==> src/rtl/imem_boot_loader.sv <==
// Boot loader: receives a framed, checksummed byte stream and writes little-endian
// 32-bit words into instruction memory, holding the core in reset until verified.
module imem_boot_loader #(
    parameter int          ADDR_W    = 9,
    parameter logic [7:0]  SYNC_BYTE = 8'hA5
) (
    input  logic              clk,
    input  logic              rst,
    input  logic [7:0]        in_data,
    input  logic              in_valid,
    output logic              in_ready,
    output logic              mem_we,
    output logic [ADDR_W-1:0] mem_addr,
    output logic [31:0]       mem_wdata,
    output logic              core_rst,
    output logic              done,
    output logic              error
);

    localparam logic [2:0] S_IDLE   = 3'd0;
    localparam logic [2:0] S_LEN_LO = 3'd1;
    localparam logic [2:0] S_LEN_HI = 3'd2;
    localparam logic [2:0] S_DATA   = 3'd3;
    localparam logic [2:0] S_CSUM   = 3'd4;
    localparam logic [2:0] S_DONE   = 3'd5;
    localparam logic [2:0] S_ERROR  = 3'd6;

    localparam logic [15:0] MAX_N = 16'(1 << ADDR_W);

    logic [2:0]        state_q, state_d;
    logic [7:0]        len_lo_q, len_lo_d;
    logic [ADDR_W:0]   n_q, n_d;
    logic [ADDR_W:0]   cnt_q, cnt_d;
    logic [1:0]        bidx_q, bidx_d;
    logic [23:0]       asm_q, asm_d;
    logic [7:0]        csum_q, csum_d;
    logic              we_q, we_d;
    logic [ADDR_W-1:0] addr_q, addr_d;
    logic [31:0]       wdata_q, wdata_d;

    logic              xfer;
    logic [15:0]       len_full;
    logic [ADDR_W:0]   cnt_inc;

    assign in_ready  = (state_q != S_DONE);
    assign core_rst  = (state_q != S_DONE);
    assign done      = (state_q == S_DONE);
    assign error     = (state_q == S_ERROR);
    assign mem_we    = we_q;
    assign mem_addr  = addr_q;
    assign mem_wdata = wdata_q;

    assign xfer     = in_valid && in_ready;
    assign len_full = {in_data, len_lo_q};
    assign cnt_inc  = cnt_q + 1'b1;

    always_comb begin
        state_d  = state_q;
        len_lo_d = len_lo_q;
        n_d      = n_q;
        cnt_d    = cnt_q;
        bidx_d   = bidx_q;
        asm_d    = asm_q;
        csum_d   = csum_q;
        we_d     = 1'b0;
        addr_d   = addr_q;
        wdata_d  = wdata_q;
        if (xfer) begin
            case (state_q)
                S_IDLE, S_ERROR: begin
                    if (in_data == SYNC_BYTE) state_d = S_LEN_LO;
                end
                S_LEN_LO: begin
                    len_lo_d = in_data;
                    state_d  = S_LEN_HI;
                end
                S_LEN_HI: begin
                    if (len_full > MAX_N) begin
                        state_d = S_ERROR;
                    end else begin
                        n_d     = len_full[ADDR_W:0];
                        cnt_d   = '0;
                        bidx_d  = '0;
                        csum_d  = '0;
                        state_d = (len_full == 16'd0) ? S_CSUM : S_DATA;
                    end
                end
                S_DATA: begin
                    csum_d = csum_q ^ in_data;
                    bidx_d = bidx_q + 2'd1;
                    case (bidx_q)
                        2'd0: asm_d[7:0]   = in_data;
                        2'd1: asm_d[15:8]  = in_data;
                        2'd2: asm_d[23:16] = in_data;
                        default: begin
                            // 4th byte completes the word; write is issued without stalling the stream
                            we_d    = 1'b1;
                            addr_d  = cnt_q[ADDR_W-1:0];
                            wdata_d = {in_data, asm_q};
                            cnt_d   = cnt_inc;
                            if (cnt_inc == n_q) state_d = S_CSUM;
                        end
                    endcase
                end
                S_CSUM: begin
                    state_d = (in_data == csum_q) ? S_DONE : S_ERROR;
                end
                S_DONE: begin
                    state_d = S_DONE;
                end
                default: begin
                    state_d = S_IDLE;
                end
            endcase
        end
    end

    always_ff @(posedge clk or negedge rst) begin
        if (!rst) begin
            state_q  <= S_IDLE;
            len_lo_q <= '0;
            n_q      <= '0;
            cnt_q    <= '0;
            bidx_q   <= '0;
            asm_q    <= '0;
            csum_q   <= '0;
            we_q     <= 1'b0;
            addr_q   <= '0;
            wdata_q  <= '0;
        end else begin
            state_q  <= state_d;
            len_lo_q <= len_lo_d;
            n_q      <= n_d;
            cnt_q    <= cnt_d;
            bidx_q   <= bidx_d;
            asm_q    <= asm_d;
            csum_q   <= csum_d;
            we_q     <= we_d;
            addr_q   <= addr_d;
            wdata_q  <= wdata_d;
        end
    end

endmodule

==> config.mk <==
export PLATFORM = sky130hd
export DESIGN_NAME = imem_boot_loader
export DESIGN_NICKNAME = d
export VERILOG_FILES = /design/src/rtl/imem_boot_loader.sv
export SDC_FILE = /design/constraint.sdc
export NUM_CORES = 1
export LEC_CHECK = 0
export ABC_AREA = 1
export BUFFER_PORTS_ARGS = -buffer_cell sky130_fd_sc_hd__buf_4
export CORE_UTILIZATION = 52
export CTS_CLUSTER_DIAMETER = 30
export DETAILED_ROUTE_END_ITERATION = 16
export PLACE_DENSITY = 0.75
export SLEW_MARGIN = 20
export SYNTH_ARGS = -nofsm -noshare
export SYNTH_HDL_FRONTEND = slang
export SYNTH_SLANG_ARGS = --single-unit
==> constraint.sdc <==
create_clock -name clk -period 1.8 [get_ports clk]
set_clock_uncertainty 0.15 [all_clocks]
set_input_delay 0.18 -clock clk [delete_from_list [all_inputs] [get_ports clk]]
set_output_delay 0.18 -clock clk [all_outputs]
set_load 0.1 [all_outputs]
# Yosys cells after proc, flatten, opt, wreduce, memory -nomap -nowiden
# Index checks and enable logic that the tools add are counted.
[word_totals] ff_bits=107 input_bits=11 elab_cells=67
[classes] addsub=2 order_cmp=1 eq_ne=16 mux=17 n_bitwise=3 reduce_logical=16
[ops] cell="$mux 10" n=2
[ops] cell="$pmux 10 s2" n=1
[ops] cell="$pmux 3 s6" n=1
[ops] cell="$reduce_and 3->1" n=6
[ops] cell="$gt 16x10->1 const B" n=1
[ops] cell="$logic_not 16->1" n=1
[ops] cell="$pmux 8 s2" n=1
[ops] cell="$mux 3" n=5
[ops] cell="$add 10x1->10 const B" n=1
[ops] cell="$eq 10x10->1" n=1
[ops] cell="$eq 3x3->1 const B" n=3
[ops] cell="$eq 8x8->1" n=1
[ops] cell="$eq 8x8->1 const B" n=1
[ops] cell="$mux 8" n=1
[ops] cell="$ne 2x2->1 const B" n=4
[ops] cell="$reduce_and 4->1" n=2
[ops] cell="$xor 8x8->8" n=1
[ops] cell="$eq 3x2->1 const B" n=2
[ops] cell="$mux 2" n=2
[ops] cell="$pmux 2 s2" n=1
[ops] cell="$eq 3x1->1 const B" n=1
[ops] cell="$logic_not 3->1" n=1
[ops] cell="$mux 1" n=3
[ops] cell="$ne 3x3->1 const B" n=1
[ops] cell="other kinds (10)" n=11

# Depth between registers and ports, before layout
[depth] word_depth=5 depth_mapped=14

# Least setup slack after synthesis
# Ideal clock, no wire load.
[synth_path] path_kind="reg-to-reg" from="register state_q[2]" to="register state_q[2]" setup_time_ns=0.117 arrival_time_ns=3.155 required_time_ns=1.533 path_slack_ns=-1.622 stages_incl_launch_ff=8 path_buffers=0 period_less_slack_ns=3.422 cell_sequence="dfrtp_1 > inv_1 > nor3_1 > o22ai_1 > o211ai_1 > inv_1 > nand3_1 > nand2_1"
[synth_between] elab_chain_len=4 word_cells_on_any_way=15
[synth_rtl] item="from (decl)" line_no="30" text="logic [2:0] state_q, state_d;"
[synth_rtl] item="from (signal assigned)" line_no="131" text="state_q <= state_d;"
[synth_rtl] item="$eq 3x3->1 *"
[synth_rtl] item="via error" line_no="17" text="output logic error"
[synth_rtl] item="$reduce_or 2->1 *" line_no="69" text="case (state_q)"
[synth_rtl] item="$ne 2x2->1 (no line)"
[synth_rtl] item="$reduce_and 4->1 (no line)"
# The timed path passes the listed nets; every way through them passes the cells marked *.
# A chain may end at the register's enable or synchronous reset.

# Worst setup path after layout
[layout_path] from="register cnt_q[1]" to="register state_q[1]"
[layout_between] elab_chain_len=4
[layout_rtl] item="from (decl)" line_no="33" text="logic [ADDR_W:0] cnt_q, cnt_d;"
[layout_rtl] item="from (signal assigned)" line_no="134" text="cnt_q <= cnt_d;"
[layout_rtl] item="$add 10x1->10" line_no="55" text="assign cnt_inc = cnt_q + 1'b1;"
[layout_rtl] item="$eq 10x10->1" line_no="101" text="if (cnt_inc == n_q) state_d = S_CSUM;"
[layout_rtl] item="$ne 2x2->1 (no line)"
[layout_rtl] item="$reduce_and 4->1 (no line)"
# Every way passes these cells.

==> run metrics <==
status finished, violations left; failing checks design-rule violations, negative setup slack; RSZ-0062 raised after global routing yes; Power Dens Cells between 1500 and 2000 nW/um^2; Max FO, Critical Path 5; synthesized instance count 552; placed cell count 726; met3 WL 586 um; vias in the first global route roughly 3700; Worst Path Required 1.92 ns; clk sinks 107; Syn Nets 568; period utilization 113.0%; CP Buf/Inv Count 1; routed length per placed instance 15.35 um; TritonCTS Buffers 9; Finished Layout Cells 770; wire length on met1 4990 um; Final Util between 70% and 80%; static leakage 3.202 nW; CTS tree done; most common cell after layout, fill and taps aside nand2_1; hold_ws ~0.014 ns; Crit. End Element flip-flop; Crit path top cell by count nand2_1; clock latency on the worst-skew pair 0.37 ns; RePlAce Congestion 0.8600; fmax 491.8 MHz; clock root buffer clkbuf_8; nets 673; setup violators final 52; DRT Wirelength about 12000 um; H-tree levels 3; Port Buffers 56; slowest library cell on the worst path dfrtp_1; Core ar. 8806 um^2; Slew @ Worst Pin 0.4911 ns; minimum clock period 2.033 ns; share of the synthesized area in the top cell type 56.15%; Vias/cell 5.364; synth warn 0; critical setup path kind reg2reg; Synth area leaders dfrtp_1 (56%), nand2_1 (16%), o21ai_0 (4.6%); Yosys cell types 30; ant diodes 0; first-pass GRT wire length 17880 um; Synth Register Bits roughly 110; standard-cell row count 34; initial antenna violation count 0; Max transition margin between 60% and 70%; DR pass1 iterations 11; Worst path max stage delay 0.44 ns; Highest Signal Layer met4; hpwl dp 7269 um; share of layout cells above drive strength 1 26.74%; Final Hold Fails 0; DRC violations left 8; CTS clk-pin slew, worst paths between 0.1 and 0.15 ns; most frequent cells in the layout nand2_1 (199), dfrtp_1 (104), buf_4 (83); Clock Tree Buf Depth 2; Fillers 664; Detail Route met2 WL 6028 um; Initial DRC Count 236; DIE AREA roughly 9600 um^2; final setup margin -0.2335 ns; Crit path arrival time ~2.2 ns; final slew viol count 0; Final ANT Viol Nets 0; CP startpoint kind flip-flop; Multi-input gate area roughly 1900 um^2; Die H just under 100 um; pre-CTS setup slack -0.1336 ns; P&R area growth vs syn 30.54%; die outline width 97.76 um; synthesized area per cell 8.638 um^2; cell area after synthesis 4768 um^2; area leader, netlist dfrtp_1; largest net degree at the start of global routing 36; num ports 57; worst hold path class in2reg; Worst path top cell family by delay simple AND/OR/NAND/NOR gates; via count 4130; post-synthesis sequential area ratio 56.15%; Max-Cap Viols 0; Congestion Overflow GR 0; initial core utilization 54.15%; GRT Total Usage 23.59%; VDD IR max 0.0009436 V; crit-path cells ha_4 -> nand2_4 -> buf_4 -> nand3b_1 -> nand2_1 -> nor2_1 -> nand2_1 -> nor2_2 -> nand3_2 -> o21bai_4 -> nand2_2 -> nand2_1 -> nand2_1; register area 2681 um^2
-- registers in the layout (all words and copies together), names as in the netlist --
signal / cells
mem_wdata: 32
asm_q: 24
cnt_q: 10
n_q: 10
mem_addr: 9
csum_q: 8
len_lo_q: 8
state_q: 3
bidx_q: 2
mem_we: 1
-- stage by stage --
step	total power [mW]	TNS (ns)	instance area, um^2
after floorplan	7.079	-4.226	4787
after global placement	8.055	-0.2041	5524
after detailed placement	8.200	-0.3633	5524
after CTS	9.742	-0.5999	5813
after global routing	10.65	-5.939	6225
final	10.13	-2.451	6225
-- layout make-up --
class                           count  share of cell area (%)
Sequential cell                   107                   43.08
Timing Repair inverter              1                  0.1005
Clock buffer                       10                   2.211
Multi-Input combinational cell    376                   30.93
Timing Repair Buffer              111                   17.21
Clock inverter                      6                   1.045
Tap cell                          108                   2.171
Inverter                           51                   3.256
-- where the power goes --
| group | internal, mW | switching [mW] |
|---|---|---|
| Sequential | 3.18 | 0.541 |
| Combinational | 1.42 | 3.49 |
| Clock | 0.586 | 0.915 |
-- per-layer routing --
layer,global-route usage (%),vias up
li1,-,1980
met1,31.96,2001
met2,39.66,127
met3,3.364,22
met4,7.459,0
met5,0,-
-- worst register-to-register path, stage by stage (launching register included) --
cell      delay [ns]
dfrtp_1         0.44
ha_4            0.18
nand2_4         0.08
buf_4           0.14
nand3b_1        0.08
nand2_1         0.08
nor2_1          0.11
nand2_1         0.07
nor2_2          0.11
nand3_2         0.12
o21bai_4        0.17
nand2_2         0.09
nand2_1         0.07
nand2_1         0.05
-- cells by family after synthesis --
| family | synth area share (%) |
|---|---|
| AND/OR/NAND/NOR | 25.14 |
| flip-flops | 56.15 |
| AO/OA/AOI/OAI | 9.184 |
| buffers and inverters | 6.193 |
| XOR/XNOR | 2.020 |
| adder cells (fa/ha/maj) | 1.312 |
-- cells in the mapped netlist (all sizes together) --
cell	n
inv	51
xnor2	5
nor2	17
nand3	37
nand3b	3
nor3	3
nand4	10
clkbuf	2
o211ai	1
a21oi	1
ha	5
o21ai	77
o21bai	2
nor4	1
o22ai	1
nand2	207
buf	16
xor2	6
dfrtp	107
-- path summary, 6_finish.rpt --
| path | from | end | slack, ns | cells past startpoint |
|---|---|---|---|---|
| min in group asynchronous | rst | mem_wdata[2] | 0.14 | 2 |
| min reg2reg | mem_wdata[1] | mem_wdata[1] | 0.33 | 2 |
| max | cnt_q[1] | state_q[1] | -0.23 | 13 |
| min | in_data[6] | csum_q[6] | 0.01 | 4 |
| max reg2reg | cnt_q[1] | state_q[1] | -0.23 | 13 |
| max in group asynchronous | rst | cnt_q[2] | 0.81 | 3 |
-- what timing repair did --
action | in CTS | in global routing
buffers inserted | 1 | 14
hold buffers | 4 | 0
pin swaps | 3 | 14
gates resized for setup | 12 | 43
gates cloned | 0 | 9
endpoints found under the setup margin | 15 | 81
endpoints found under the hold margin | 88 | 0
(Power assumes the default switching activity.)
